## config.mk

```make
export PLATFORM = sky130hd
export DESIGN_NAME = ascon_cipher_rx
export DESIGN_NICKNAME = d
export VERILOG_FILES = /design/src/rtl/ascon_pack.sv /design/src/rtl/ascon_rx_buffer.sv /design/src/rtl/ascon_cipher_rx.sv
export SDC_FILE = /design/constraint.sdc
export NUM_CORES = 1
export LEC_CHECK = 0
export BUFFER_PORTS_ARGS = -buffer_cell sky130_fd_sc_hd__buf_2
export CAP_MARGIN = 20
export CORE_MARGIN = 2
export CORE_UTILIZATION = 40
export CTS_BUF_LIST = sky130_fd_sc_hd__clkbuf_8
export DETAILED_ROUTE_END_ITERATION = 16
export PLACE_DENSITY = 0.6
export SLEW_MARGIN = 0
export SYNTH_ARGS = -nofsm -noshare
export SYNTH_HDL_FRONTEND = slang
export SYNTH_HIERARCHICAL = 1
export SYNTH_SLANG_ARGS = --single-unit
```

## constraint.sdc

```tcl
create_clock -name clock_i -period 5.4 [get_ports clock_i]
set_input_delay 0.27 -clock clock_i [delete_from_list [all_inputs] [get_ports clock_i]]
set_output_delay 0.27 -clock clock_i [all_outputs]
set_load 0.05 [all_outputs]
```

## src/rtl/ascon_pack.sv

```systemverilog
// Shared types for the Ascon-128 ciphertext receiver: FSM states, block type, tag width.
package ascon_pack;

    localparam int TAG_WIDTH = 128;

    typedef logic [127:0] type_block;

    typedef enum logic [2:0] {
        IDLE,
        COLLECT,
        CHECK,
        DRAIN,
        ERROR
    } rx_state_t;

endpackage

```

## src/rtl/ascon_rx_buffer.sv

```systemverilog
// NB_BLOC x 128-bit register file: one write port, asynchronous read, synchronous clear.
module ascon_rx_buffer
    import ascon_pack::*;
#(
    parameter int NB_BLOC = 4
) (
    input  logic                       clk,
    input  logic                       rst,
    input  logic                       clr,
    input  logic                       we,
    input  logic [$clog2(NB_BLOC)-1:0] waddr,
    input  type_block                  wdata,
    input  logic [$clog2(NB_BLOC)-1:0] raddr,
    output type_block                  rdata
);

    type_block mem [NB_BLOC];

    always_ff @(posedge clk) begin
        if (rst || clr) begin
            for (int unsigned i = 0; i < NB_BLOC; i++) begin
                mem[i] <= '0;
            end
        end else if (we) begin
            mem[waddr] <= wdata;
        end
    end

    assign rdata = mem[raddr];

endmodule

```

## src/rtl/ascon_cipher_rx.sv

```systemverilog
// Ascon-128 ciphertext receiver: buffers one message, checks its tag, drains blocks downstream.
// Optional build macro ASCON_RX_TAG_GATE_EN: withhold (and wipe) ciphertext on tag mismatch.
module ascon_cipher_rx
    import ascon_pack::*;
#(
    parameter int NB_BLOC = 4
) (
    input  logic                       clock_i,
    input  logic                       reset_i,
    input  logic                       start_i,
    input  logic [TAG_WIDTH-1:0]       exp_tag_i,
    input  logic                       cipher_valid_i,
    input  type_block                  cipher_i,
    input  logic                       end_i,
    input  logic [TAG_WIDTH-1:0]       tag_i,
    output logic                       blk_valid_o,
    input  logic                       blk_ready_i,
    output type_block                  blk_data_o,
    output logic [$clog2(NB_BLOC)-1:0] blk_idx_o,
    output logic                       blk_last_o,
    output logic                       tag_ok_o,
    output logic                       tag_err_o,
    output logic                       ovf_o,
    output logic                       done_o
);

    localparam int CW = $clog2(NB_BLOC + 1);
    localparam int IW = $clog2(NB_BLOC);
    localparam logic [CW-1:0] FULL = CW'(NB_BLOC);

    rx_state_t              state;
    logic [CW-1:0]          wr_cnt;
    logic [CW-1:0]          rd_cnt;
    logic [CW-1:0]          rd_nxt;
    logic [TAG_WIDTH-1:0]   exp_tag_q;
    logic [TAG_WIDTH-1:0]   tag_q;
    logic                   diff;
    logic                   skip_drain;
    logic                   buf_we;
    logic                   buf_clr;
    type_block              rd_data;

    // Full-width OR reduction; no early exit on the first differing bit.
    assign diff   = |(tag_q ^ exp_tag_q);
    assign rd_nxt = rd_cnt + CW'(1);

    always_comb begin
        buf_we     = (state == COLLECT) && cipher_valid_i && (wr_cnt != FULL) && !start_i;
        buf_clr    = start_i;
        skip_drain = (wr_cnt == '0);
`ifdef ASCON_RX_TAG_GATE_EN
        if (state == CHECK && diff) begin
            buf_clr    = 1'b1;
            skip_drain = 1'b1;
        end
`endif
    end

    ascon_rx_buffer #(
        .NB_BLOC (NB_BLOC)
    ) u_buffer (
        .clk   (clock_i),
        .rst   (reset_i),
        .clr   (buf_clr),
        .we    (buf_we),
        .waddr (wr_cnt[IW-1:0]),
        .wdata (cipher_i),
        .raddr (rd_cnt[IW-1:0]),
        .rdata (rd_data)
    );

    assign blk_data_o = blk_valid_o ? rd_data : '0;

    always_ff @(posedge clock_i) begin
        if (reset_i) begin
            state       <= IDLE;
            wr_cnt      <= '0;
            rd_cnt      <= '0;
            exp_tag_q   <= '0;
            tag_q       <= '0;
            blk_valid_o <= 1'b0;
            blk_idx_o   <= '0;
            blk_last_o  <= 1'b0;
            tag_ok_o    <= 1'b0;
            tag_err_o   <= 1'b0;
            ovf_o       <= 1'b0;
            done_o      <= 1'b0;
        end else begin
            done_o <= 1'b0;
            if (start_i) begin
                state       <= COLLECT;
                wr_cnt      <= '0;
                rd_cnt      <= '0;
                exp_tag_q   <= exp_tag_i;
                tag_q       <= '0;
                blk_valid_o <= 1'b0;
                blk_idx_o   <= '0;
                blk_last_o  <= 1'b0;
                tag_ok_o    <= 1'b0;
                tag_err_o   <= 1'b0;
                ovf_o       <= 1'b0;
            end else begin
                case (state)
                    IDLE: ;
                    COLLECT: begin
                        if (cipher_valid_i && wr_cnt == FULL) begin
                            ovf_o <= 1'b1;
                            state <= ERROR;
                        end else begin
                            if (cipher_valid_i) begin
                                wr_cnt <= wr_cnt + CW'(1);
                            end
                            if (end_i) begin
                                tag_q <= tag_i;
                                state <= CHECK;
                            end
                        end
                    end
                    CHECK: begin
                        tag_ok_o  <= ~diff;
                        tag_err_o <= diff;
                        if (skip_drain) begin
                            state  <= IDLE;
                            done_o <= 1'b1;
                        end else begin
                            state       <= DRAIN;
                            blk_valid_o <= 1'b1;
                            blk_idx_o   <= '0;
                            blk_last_o  <= (wr_cnt == CW'(1));
                        end
                    end
                    DRAIN: begin
                        if (blk_ready_i) begin
                            if (blk_last_o) begin
                                blk_valid_o <= 1'b0;
                                blk_idx_o   <= '0;
                                blk_last_o  <= 1'b0;
                                done_o      <= 1'b1;
                                state       <= IDLE;
                            end else begin
                                rd_cnt     <= rd_nxt;
                                blk_idx_o  <= rd_nxt[IW-1:0];
                                blk_last_o <= (rd_nxt == wr_cnt - CW'(1));
                            end
                        end
                    end
                    ERROR: ;
                    default: state <= IDLE;
                endcase
            end
        end
    end

endmodule
```

==> report_table.html, run 1 <==
<table>
<tr><th>Metric</th><th>Value</th></tr>
<tr><th colspan="2">Pwr</th></tr>
<tr><td>Share of power burned in combinational logic</td><td>8.2%</td></tr>
<tr><td>Internal power</td><td>9.756 mW</td></tr>
<tr><td>Maximum vdd drop</td><td>0.1935 mV</td></tr>
<tr><td>Net switching power figure</td><td>3.160 mW</td></tr>
<tr><td>Leak</td><td>17.51 nW</td></tr>
<tr><td>Power per cell area</td><td>298.6 nW/um^2</td></tr>
<tr><td>Clock group share of total power</td><td>39.7%</td></tr>
<tr><td>Power share of the sequential group</td><td>52.1%</td></tr>
<tr><td>Switching part of the total power</td><td>24.46%</td></tr>
<tr><th colspan="2">Timing</th></tr>
<tr><td>Number of slew-limit violations in the final report</td><td>0</td></tr>
<tr><td>Normalized max-slew margin</td><td>28.26%</td></tr>
<tr><td>Worst slew pin tran</td><td>1.076 ns</td></tr>
<tr><td>Setup repair after global routing missed its margin</td><td>false</td></tr>
<tr><td>Worst hold-check slack</td><td>0.09188 ns</td></tr>
<tr><td>Final period utilization</td><td>68.58%</td></tr>
<tr><td>Final min period</td><td>3.703 ns</td></tr>
<tr><td>Post-Route Skew</td><td>0.05601 ns</td></tr>
<tr><td>Number of failing hold endpoints at the final stage</td><td>0</td></tr>
<tr><td>Achievable Freq</td><td>0.2700 GHz</td></tr>
<tr><td>Total negative setup slack</td><td>0 ns</td></tr>
<tr><td>Post-route worst setup slack</td><td>1.697 ns</td></tr>
<tr><td>Final setup violating endpoints</td><td>0</td></tr>
<tr><th colspan="2">Die</th></tr>
<tr><td>Total core area</td><td>81980 um^2</td></tr>
<tr><td>Die Width</td><td>291.8 um</td></tr>
<tr><td>Ports</td><td>526</td></tr>
<tr><td>Row count</td><td>105</td></tr>
<tr><td>Die span in y</td><td>291.8 um</td></tr>
<tr><td>Die area</td><td>85140 um^2</td></tr>
<tr><td>Initial cell density of the core</td><td>40.41%</td></tr>
<tr><th colspan="2">Clocking</th></tr>
<tr><td>Clock input transition at the sequential cells of the worst setup and hold paths</td><td>0.06 ns</td></tr>
<tr><td>Post-CTS sizing</td><td>0</td></tr>
<tr><td>Clock tree root driver cell</td><td>sky130_fd_sc_hd__clkbuf_8</td></tr>
<tr><td>TritonCTS buffer count</td><td>134</td></tr>
<tr><td>Number of H-tree levels</td><td>4</td></tr>
<tr><td>CTS tree</td><td>yes</td></tr>
<tr><td>Total clock sinks</td><td>785</td></tr>
<tr><td>Clock insertion delay at the later pin of the skew report</td><td>0.79 ns</td></tr>
<tr><td>Bufs on Longest Clock Path</td><td>3</td></tr>
<tr><th colspan="2">Setup path</th></tr>
<tr><td>Cell Chain, Critical Path</td><td>inv_1, ha_1, nand2_1, nand3_1, nor2_4, buf_4, a21o_4, buf_12</td></tr>
<tr><td>Kind of cell adding the most delay to the critical path</td><td>buffers and inverters</td></tr>
<tr><td>Startpoint kind of the worst setup timing path</td><td>register</td></tr>
<tr><td>Number of cell instances on the worst register-to-register path</td><td>8</td></tr>
<tr><td>Critical R2R Launch</td><td>wr_cnt[0]$_SDFFE_PP0P_</td></tr>
<tr><td>Required time of the critical path</td><td>5.80 ns</td></tr>
<tr><td>CP Capture Type</td><td>register</td></tr>
<tr><td>CP Max Fanout</td><td>68</td></tr>
<tr><td>Crit path DAT</td><td>4.10 ns</td></tr>
<tr><td>Setup slack, reg-to-reg</td><td>1.70 ns</td></tr>
<tr><td>Slowest Stage Delay on Critical Path</td><td>0.65 ns</td></tr>
<tr><td>Number of buffer and inverter stages on the critical path</td><td>3</td></tr>
<tr><td>Standard cell with the maximum stage delay on the critical path</td><td>sky130_fd_sc_hd__a21o_4</td></tr>
<tr><td>Worst reg2reg endpoint</td><td>u_buffer/mem[0][121]$_SDFFCE_PN0P_</td></tr>
<tr><td>Category of the critical setup timing path</td><td>reg -&gt; reg</td></tr>
<tr><th colspan="2">Final layout</th></tr>
<tr><td>Post-layout instance area</td><td>43260 um^2</td></tr>
<tr><td>Non-filler instance count after layout</td><td>4851</td></tr>
<tr><td>Area used by multi-input combinational logic</td><td>11480 um^2</td></tr>
<tr><td>Area added between synthesis and finish</td><td>30.56%</td></tr>
<tr><td>Seq. cell area</td><td>20850 um^2</td></tr>
<tr><td>Net total in the final layout</td><td>4077</td></tr>
<tr><td>Layout cells sized above 1</td><td>23.24%</td></tr>
<tr><td>Final-layout fill cell count</td><td>7123</td></tr>
<tr><th colspan="2">Place</th></tr>
<tr><td>Final weighted congestion of routability-driven global placement</td><td>0.7933</td></tr>
<tr><td>Worst slack at placement</td><td>1.611 ns</td></tr>
<tr><td>Post-place instance area</td><td>36730 um^2</td></tr>
<tr><td>IO Port Bufs</td><td>525</td></tr>
<tr><td>Estimated wirelength of the detail-placed design</td><td>60.14 mm</td></tr>
<tr><td>Total instance count after detailed placement</td><td>4217</td></tr>
<tr><th colspan="2">Detailed routing</th></tr>
<tr><td>Detailed Routing Iterations Pass 1</td><td>5</td></tr>
<tr><td>Total wirelength of the detailed-routed design</td><td>98.19 mm</td></tr>
<tr><td>Remaining antenna violation count</td><td>0</td></tr>
<tr><td>Average wire per standard cell</td><td>20.24 um</td></tr>
<tr><td>Mean number of vias per cell</td><td>4.992</td></tr>
<tr><td>Vias</td><td>24220</td></tr>
<tr><td>First DRT Iteration DRCs</td><td>1724</td></tr>
<tr><td>Post-detailed-route DRC marker count</td><td>0</td></tr>
<tr><th colspan="2">Yosys</th></tr>
<tr><td>Count of distinct cell types in the synthesized netlist</td><td>43</td></tr>
<tr><td>Synthesized instance count</td><td>2772</td></tr>
<tr><td>Post-synthesis register bit count</td><td>785</td></tr>
<tr><td>Warnings from Yosys</td><td>6</td></tr>
<tr><td>Async SR Flop Fraction</td><td>0%</td></tr>
<tr><td>EDFF count, synth</td><td>512</td></tr>
<tr><td>Post-synthesis sequential area ratio</td><td>62.90%</td></tr>
<tr><td>Mean instance size in the synthesized netlist</td><td>11.95 um^2</td></tr>
<tr><td>Net count after synthesis</td><td>3167</td></tr>
<tr><td>Primary flip-flop cell chosen by synthesis mapping</td><td>sky130_fd_sc_hd__edfxtp_1</td></tr>
<tr><td>Netlist Area Pre-Place</td><td>33130 um^2</td></tr>
<tr><th colspan="2">Min path</th></tr>
<tr><td>Worst min-delay path endpoint</td><td>exp_tag_q[49]$_SDFFE_PP0P_</td></tr>
<tr><td>Class of the worst hold path</td><td>in -&gt; reg</td></tr>
<tr><td>Cell count of the worst hold path</td><td>3</td></tr>
<tr><td>Hold Path Origin</td><td>start_i</td></tr>
<tr><th colspan="2">Status</th></tr>
<tr><td>Result of the run</td><td>finished clean</td></tr>
<tr><th colspan="2">GRT</th></tr>
<tr><td>First-pass GRT wire length</td><td>147.3 mm</td></tr>
<tr><td>Total GRT Usage</td><td>22.77%</td></tr>
<tr><td>Antenna violations before repair</td><td>10</td></tr>
<tr><td>Residual overflow from global routing</td><td>0</td></tr>
<tr><td>Vias in the first global route</td><td>24830</td></tr>
<tr><td>Maximum number of pins on one net before global-route repair</td><td>92</td></tr>
<tr><th colspan="2">Run</th></tr>
<tr><td>Maximum Capacitance Violations</td><td>0</td></tr>
</table>
==> metal layers <==
layer  wire (um)  track usage [%]  up-vias
met2       49330            39.30      880
met5          42                0        -
li1            -                -    11400
met4        3096            8.474        6
met3        6805            5.039      153
met1       38920            27.93    11780
==> cells in the mapped netlist, drive strengths merged (26+ instances only) <==
cell	n	area share, %
buf	88	1.5
nand2	393	4.5
xnor2	38	1.0
mux2i	130	3.9
and2	128	2.4
nor2	654	7.4
xor2	99	2.6
dfxtp	273	16
edfxtp	512	46
nor4	26	0.51
mux4	128	8.7
clkbuf	102	1.2
a21oi	136	2.1
==> timing repair <==
item,CTS,global route
hold buffers,399,0
endpoints found under the hold margin,784,0
buffers inserted,0,0
==> metrics by stage <==
stage,util (%),total power [mW]
6_report,52.76,12.92
5_1_grt,52.76,13.43
4_1_cts,52.74,13.07
3_5_place_dp,44.80,7.682
3_3_place_gp,44.80,7.668
2_1_floorplan,-,7.290
==> cell families (layout without fill, tap and decap cells) <==
group / after synthesis / in the layout / share of synthesized area (%)
other: 0 / 7 / 0
adder cells (fa/ha/maj): 5 / 5 / 0.1888
buffers and inverters: 194 / 1196 / 2.655
flip-flops: 785 / 785 / 62.90
AND/OR/NAND/NOR: 1247 / 1247 / 15.73
XOR/XNOR: 137 / 137 / 3.622
multiplexers: 258 / 258 / 12.63
AO/OA/AOI/OAI: 146 / 146 / 2.274
==> cell type report <==
class,count,area share [%]
Antenna cell,7,0.04050
Clock buffer,142,4.518
Clock inverter,86,1.302
Inverter,4,0.03471
Multi-Input combinational cell,1793,26.55
Sequential cell,785,48.21
Tap cell,1070,3.095
Timing Repair Buffer,964,16.26
==> placed cells by master (no fill, tap or decap), drive strengths merged, types with 2 or more instances in the layout <==
master / n
ha: 5
nand4: 15
mux2i: 130
nand3b: 2
diode: 7
clkbuf: 143
clkinv: 23
bufinv: 3
o21ai: 2
nor4: 26
dlygate4sd3: 399
a21oi: 136
mux4: 128
edfxtp: 512
nand2: 393
nor3: 6
inv: 63
nor2: 654
or2: 2
buf: 564
dfxtp: 273
nand3: 8
xnor2: 38
nor3b: 5
and2: 128
xor2: 99
or4b: 2
==> state kept, by name, indices dropped and copies added, names as in the netlist <==
name / flops
ovf_o: 1
exp_tag_q: 128
tag_ok_o: 1
blk_idx_o: 2
tag_q: 128
state: 3
tag_err_o: 1
wr_cnt: 3
blk_last_o: 1
u_buffer/mem: 512
done_o: 1
rd_cnt: 3
blk_valid_o: 1
==> power groups by stage <==
| stage | logic (mW) | clock network (mW) | registers [mW] |
|---|---|---|---|
| after floorplan | 0.448 | 0 | 6.84 |
| after global placement | 0.821 | 0 | 6.85 |
| after detailed placement | 0.827 | 0 | 6.85 |
| after CTS | 1.06 | 5.28 | 6.73 |
| after global routing | 1.14 | 5.54 | 6.75 |
| final | 1.06 | 5.13 | 6.73 |
==> how the worst max path moves through the flow <==
stage	to	startpoint	slack, ns	depth (start not counted)
3_3_place_gp	u_buffer/mem[0][124]$_SDFFCE_PN0P_	wr_cnt[0]$_SDFFE_PP0P_	1.65	8
3_5_place_dp	u_buffer/mem[0][124]$_SDFFCE_PN0P_	wr_cnt[0]$_SDFFE_PP0P_	1.61	8
6_report	u_buffer/mem[0][121]$_SDFFCE_PN0P_	wr_cnt[0]$_SDFFE_PP0P_	1.70	8
4_1_cts	u_buffer/mem[0][125]$_SDFFCE_PN0P_	wr_cnt[0]$_SDFFE_PP0P_	1.61	8
5_1_grt	u_buffer/mem[0][121]$_SDFFCE_PN0P_	wr_cnt[0]$_SDFFE_PP0P_	1.41	8
2_1_floorplan	u_buffer/mem[3][0]$_DFFE_PP_	wr_cnt[0]$_SDFFE_PP0P_	0.58	9
==> tightest hold or removal path: cells and delay by family <==
kind | cells | cell delay, ns
AND/OR/NAND/NOR | 1 | 0.07
multiplexers | 1 | 0.18
buffers and inverters | 1 | 0.25
Note: power is estimated with default switching activity, not from simulation.
==> run 2: changes to the inputs <==
ABC_AREA = 1   (was default)
PLACE_DENSITY = 0.59   (was 0.6)
clock period = 3.85 ns   (was 5.4 ns; I/O delays follow)
==> run 2 against run 1 <==
Power up 40%. Clock power up 35%. Design area up 7.2%. Worst setup slack worse by 1.3 ns. Sequential cell count unchanged. Utilization down 1.3 points. Critical path depth down 1. Count of clock-buffer cells in the layout up 3. Die area up 9.6%. Clock skew down 0.032 ns. Critical endpoint is now blk_data_o[57]. Highest routed layer unchanged.
==> report_table.html, run 2 <==
<table>
<tr><th>Metric</th><th>Value</th></tr>
<tr><th colspan="2">Detailed routing</th></tr>
<tr><td>Top Metal Used</td><td>met5</td></tr>
<tr><td>Post-detailed-route DRC marker count</td><td>0 (unchanged)</td></tr>
<tr><td>Post-route met1 wirelength</td><td>44.05 mm (+13%)</td></tr>
<tr><td>Detail Route met2 WL</td><td>48.81 mm (-1.0%)</td></tr>
<tr><td>Detailed Routing Iterations Pass 1</td><td>5 (unchanged)</td></tr>
<tr><td>Average wire per standard cell</td><td>15.90 um (-21%)</td></tr>
<tr><td>Total length of routed met3 wires</td><td>6.299 mm (-7.4%)</td></tr>
<tr><td>Remaining antenna violation count</td><td>0 (unchanged)</td></tr>
<tr><td>First DRT Iteration DRCs</td><td>1850 (+7.3%)</td></tr>
<tr><td>Vias</td><td>30420 (+26%)</td></tr>
<tr><td>Mean number of vias per cell</td><td>4.687 (-6.1%)</td></tr>
<tr><td>Total wirelength of the detailed-routed design</td><td>103.2 mm (+5.1%)</td></tr>
<tr><th colspan="2">Yosys</th></tr>
<tr><td>Async SR Flop Fraction</td><td>0% (unchanged)</td></tr>
<tr><td>Mean instance size in the synthesized netlist</td><td>8.331 um^2 (-30%)</td></tr>
<tr><td>Synthesized instance count</td><td>4364 (+57%)</td></tr>
<tr><td>Library cell with the highest instance count after synthesis</td><td>sky130_fd_sc_hd__nor2_1</td></tr>
<tr><td>Primary flip-flop cell chosen by synthesis mapping</td><td>sky130_fd_sc_hd__edfxtp_1</td></tr>
<tr><td>Net count after synthesis</td><td>4759 (+50%)</td></tr>
<tr><td>Leading cell types by total area after synthesis</td><td>sky130_fd_sc_hd__edfxtp_1 42%, sky130_fd_sc_hd__dfxtp_1 15%, sky130_fd_sc_hd__nor2_1 11%</td></tr>
<tr><td>Count of distinct cell types in the synthesized netlist</td><td>35 (-19%)</td></tr>
<tr><td>Area share of the largest cell type after synthesis</td><td>42.29% (-4.1 points)</td></tr>
<tr><td>Post-synthesis register bit count</td><td>785 (unchanged)</td></tr>
<tr><td>Warnings from Yosys</td><td>6 (unchanged)</td></tr>
<tr><td>Post-synthesis sequential area ratio</td><td>57.32% (-5.6 points)</td></tr>
<tr><td>Top post-synthesis cells by count</td><td>1099 x sky130_fd_sc_hd__nor2_1, 841 x sky130_fd_sc_hd__nand2_1, 548 x sky130_fd_sc_hd__inv_1</td></tr>
<tr><td>EDFF count, synth</td><td>512 (unchanged)</td></tr>
<tr><td>Netlist Area Pre-Place</td><td>36360 um^2 (+9.7%)</td></tr>
<tr><td>Cell type with the highest aggregate area in the netlist</td><td>sky130_fd_sc_hd__edfxtp_1</td></tr>
<tr><th colspan="2">Clocking</th></tr>
<tr><td>Bufs on Longest Clock Path</td><td>3 (unchanged)</td></tr>
<tr><td>Clock tree root driver cell</td><td>sky130_fd_sc_hd__clkbuf_8</td></tr>
<tr><td>Post-cts hold buffer count</td><td>390 (-2.3%)</td></tr>
<tr><td>TritonCTS buffer count</td><td>138 (+3.0%)</td></tr>
<tr><td>Number of H-tree levels</td><td>4 (unchanged)</td></tr>
<tr><td>Post-CTS sizing</td><td>0 (unchanged)</td></tr>
<tr><td>Clock insertion delay at the later pin of the skew report</td><td>0.78 ns (about the same)</td></tr>
<tr><td>Total clock sinks</td><td>785 (unchanged)</td></tr>
<tr><td>Clock input transition at the sequential cells of the worst setup and hold paths</td><td>0.05 ns (about the same)</td></tr>
<tr><td>CTS tree</td><td>yes</td></tr>
<tr><td>Post-CTS setup buffers</td><td>0 (unchanged)</td></tr>
<tr><th colspan="2">Place</th></tr>
<tr><td>Estimated wirelength of the detail-placed design</td><td>60.65 mm (+0.85%)</td></tr>
<tr><td>Total instance count after detailed placement</td><td>5862 (+39%)</td></tr>
<tr><td>IO Port Bufs</td><td>525 (unchanged)</td></tr>
<tr><td>Worst slack at placement</td><td>0.5044 ns (-1.106 ns)</td></tr>
<tr><td>Final weighted congestion of routability-driven global placement</td><td>0.8092 (+2.0%)</td></tr>
<tr><td>Post-place instance area</td><td>40010 um^2 (+8.9%)</td></tr>
<tr><th colspan="2">Timing</th></tr>
<tr><td>Final min period</td><td>3.426 ns</td></tr>
<tr><td>Normalized max-slew margin</td><td>23.86% (-4.4 points)</td></tr>
<tr><td>Number of failing hold endpoints at the final stage</td><td>0 (unchanged)</td></tr>
<tr><td>Worst slew pin tran</td><td>1.142 ns (+0.06604 ns)</td></tr>
<tr><td>Post-route worst setup slack</td><td>0.4235 ns (-1.273 ns)</td></tr>
<tr><td>Number of slew-limit violations in the final report</td><td>0 (unchanged)</td></tr>
<tr><td>Final setup violating endpoints</td><td>0 (unchanged)</td></tr>
<tr><td>Setup repair after global routing missed its margin</td><td>false</td></tr>
<tr><td>Final period utilization</td><td>89.00%</td></tr>
<tr><td>Post-Route Skew</td><td>0.02448 ns (-0.03153 ns)</td></tr>
<tr><td>Total negative setup slack</td><td>0 ns (unchanged)</td></tr>
<tr><td>Achievable Freq</td><td>0.2918 GHz</td></tr>
<tr><td>Worst hold-check slack</td><td>0.1608 ns (+0.06893 ns)</td></tr>
<tr><th colspan="2">Final layout</th></tr>
<tr><td>Post-layout instance area</td><td>46360 um^2 (+7.2%)</td></tr>
<tr><td>Most frequent cells in the layout</td><td>1099 x sky130_fd_sc_hd__nor2_1, 835 x sky130_fd_sc_hd__nand2_1, 601 x sky130_fd_sc_hd__inv_1</td></tr>
<tr><td>Most flops, register</td><td>u_buffer/mem</td></tr>
<tr><td>Max FFs per register</td><td>512 (unchanged)</td></tr>
<tr><td>Net total in the final layout</td><td>5611 (+38%)</td></tr>
<tr><td>Most common cell after layout, fill and taps aside</td><td>sky130_fd_sc_hd__nor2_1</td></tr>
<tr><td>Registers with the highest flip-flop counts</td><td>u_buffer/mem (512), exp_tag_q (128), tag_q (128)</td></tr>
<tr><td>Layout cells sized above 1</td><td>16.50% (-6.7 points)</td></tr>
<tr><td>Area added between synthesis and finish</td><td>27.50%</td></tr>
<tr><td>Non-filler instance count after layout</td><td>6490 (+34%)</td></tr>
<tr><th colspan="2">GRT</th></tr>
<tr><td>Residual overflow from global routing</td><td>0 (unchanged)</td></tr>
<tr><td>Total GRT Usage</td><td>22.04% (-0.73 points)</td></tr>
<tr><td>First-pass GRT wire length</td><td>163.2 mm (+11%)</td></tr>
<tr><td>Antenna violations before repair</td><td>9 (-1)</td></tr>
<tr><td>Maximum number of pins on one net before global-route repair</td><td>172 (+87%)</td></tr>
<tr><td>Vias in the first global route</td><td>30470 (+23%)</td></tr>
<tr><th colspan="2">Die</th></tr>
<tr><td>Initial cell density of the core</td><td>40.39% (about the same)</td></tr>
<tr><td>Ports</td><td>526 (unchanged)</td></tr>
<tr><td>Die span in y</td><td>305.5 um (+4.7%)</td></tr>
<tr><td>Total core area</td><td>90010 um^2 (+9.8%)</td></tr>
<tr><td>Die Width</td><td>305.5 um (+4.7%)</td></tr>
<tr><td>Row count</td><td>110 (+4.8%)</td></tr>
<tr><td>Die area</td><td>93320 um^2 (+9.6%)</td></tr>
<tr><th colspan="2">Min path</th></tr>
<tr><td>Cell count of the worst hold path</td><td>4 (+1)</td></tr>
<tr><td>Worst min-delay path endpoint</td><td>tag_q[55]$_SDFFE_PP0P_</td></tr>
<tr><td>Hold Path Origin</td><td>start_i</td></tr>
<tr><td>Class of the worst hold path</td><td>in -&gt; reg</td></tr>
<tr><th colspan="2">Setup path</th></tr>
<tr><td>Standard cell with the maximum stage delay on the critical path</td><td>sky130_fd_sc_hd__inv_8</td></tr>
<tr><td>CP Capture Type</td><td>output port</td></tr>
<tr><td>Number of cell instances on the worst register-to-register path</td><td>10 (+2)</td></tr>
<tr><td>Setup slack, reg-to-reg</td><td>0.53 ns (-1.17 ns)</td></tr>
<tr><td>Critical R2R Launch</td><td>wr_cnt[0]$_SDFFE_PP0P_</td></tr>
<tr><td>CP Max Fanout</td><td>168 (+150%)</td></tr>
<tr><td>Slowest Stage Delay on Critical Path</td><td>0.70 ns (+0.05 ns)</td></tr>
<tr><td>Category of the critical setup timing path</td><td>reg -&gt; out</td></tr>
<tr><td>Worst reg2reg endpoint</td><td>u_buffer/mem[2][37]$_SDFFCE_PN0P_</td></tr>
<tr><td>Required time of the critical path</td><td>3.66 ns (-2.14 ns)</td></tr>
<tr><td>Cell Chain, Critical Path</td><td>inv_8, buf_4, nand3_1, nand2_1, nand2_1, inv_1, buf_2</td></tr>
<tr><td>Kind of cell adding the most delay to the critical path</td><td>buffers and inverters</td></tr>
<tr><td>Dominant cell type by count on the critical path</td><td>sky130_fd_sc_hd__nand2_1</td></tr>
<tr><td>Startpoint kind of the worst setup timing path</td><td>register</td></tr>
<tr><td>Number of buffer and inverter stages on the critical path</td><td>4 (+1)</td></tr>
<tr><td>Crit path DAT</td><td>3.23 ns (-0.87 ns)</td></tr>
<tr><th colspan="2">Pwr</th></tr>
<tr><td>Leak</td><td>21.07 nW (+20%)</td></tr>
<tr><td>Maximum vdd drop</td><td>0.2676 mV (+38%)</td></tr>
<tr><td>Power per cell area</td><td>390.2 nW/um^2 (+31%)</td></tr>
<tr><th colspan="2">Status</th></tr>
<tr><td>Result of the run</td><td>finished clean</td></tr>
<tr><th colspan="2">Run</th></tr>
<tr><td>Maximum Capacitance Violations</td><td>0 (unchanged)</td></tr>
</table>
-- run 2: changes by cell type in the layout (fill, tap and decap cells not counted), sizes merged, moves of 84 or more --
cell   change
o21ai    +221
nor3     +126
xnor2     +84
or2      +127
inv      +549
and2     -128
mux4     -128
nand3    +125
mux2i    -130
xor2      -98
nand2    +458
nor2     +448
-- run 2: worst max path at each step --
stage,from,endpoint,slack (ns),cells after the start
after global placement,wr_cnt[0]$_SDFFE_PP0P_,u_buffer/mem[2][32]$_SDFFCE_PN0P_,0.53,10
after CTS,rd_cnt[1]$_SDFFE_PP0P_,blk_data_o[48],0.26,7
final,rd_cnt[1]$_SDFFE_PP0P_,blk_data_o[57],0.42,7
after global routing,rd_cnt[1]$_SDFFE_PP0P_,blk_data_o[57],0.12,7
after floorplan,wr_cnt[0]$_SDFFE_PP0P_,u_buffer/mem[3][0]$_DFFE_PP_,0.34,9
after detailed placement,wr_cnt[0]$_SDFFE_PP0P_,u_buffer/mem[2][32]$_SDFFCE_PN0P_,0.50,10
-- run 2: metrics by stage --
step | power [mW] | util (%)
floorplan | 10.44 | -
global placement | 10.98 | 44.45
detailed placement | 11.00 | 44.45
CTS | 18.30 | 51.49
global route | 18.90 | 51.50
finish | 18.09 | 51.50
-- run 2: final cells by class --
class                   count  area (um^2)
clock buffers             145         1996
clock inverters            89        439.2
well taps                1176         1471
repair buffers            966         7179
diodes                      4        10.01
inverters                 552         2086
flip-flops and latches    785        20850
multi-input cells        2773        12330
fillers                  8450        43650
-- run 2: kinds of logic after synthesis --
logic type / count (synthesis) / synth area share (%)
simple gates: 2351 / 26.29
buf+inv: 806 / 9.016
flops: 785 / 57.32
compound gates: 294 / 4.243
xor+xnor: 123 / 2.963
fa+ha+maj: 5 / 0.1721
-- run 2: where the power goes --
group          total [mW]  switching, mW  internal, mW
clock network        6.94           3.40          3.54
logic                1.69          0.924         0.763
registers            9.47          0.142          9.32
-- run 2: tightest hold or removal path, delay by kind of cell --
kind | cells | cell delay, ns
compound gates | 1 | 0.16
buf+inv | 2 | 0.40
simple gates | 1 | 0.14
-- run 2: layer usage --
layer / GRT usage (%) / vias to the layer above
met2: 36.66 / 897
met1: 27.47 / 14040
met3: 4.798 / 238
met5: 0 / -
li1: - / 15230
met4: 9.898 / 10
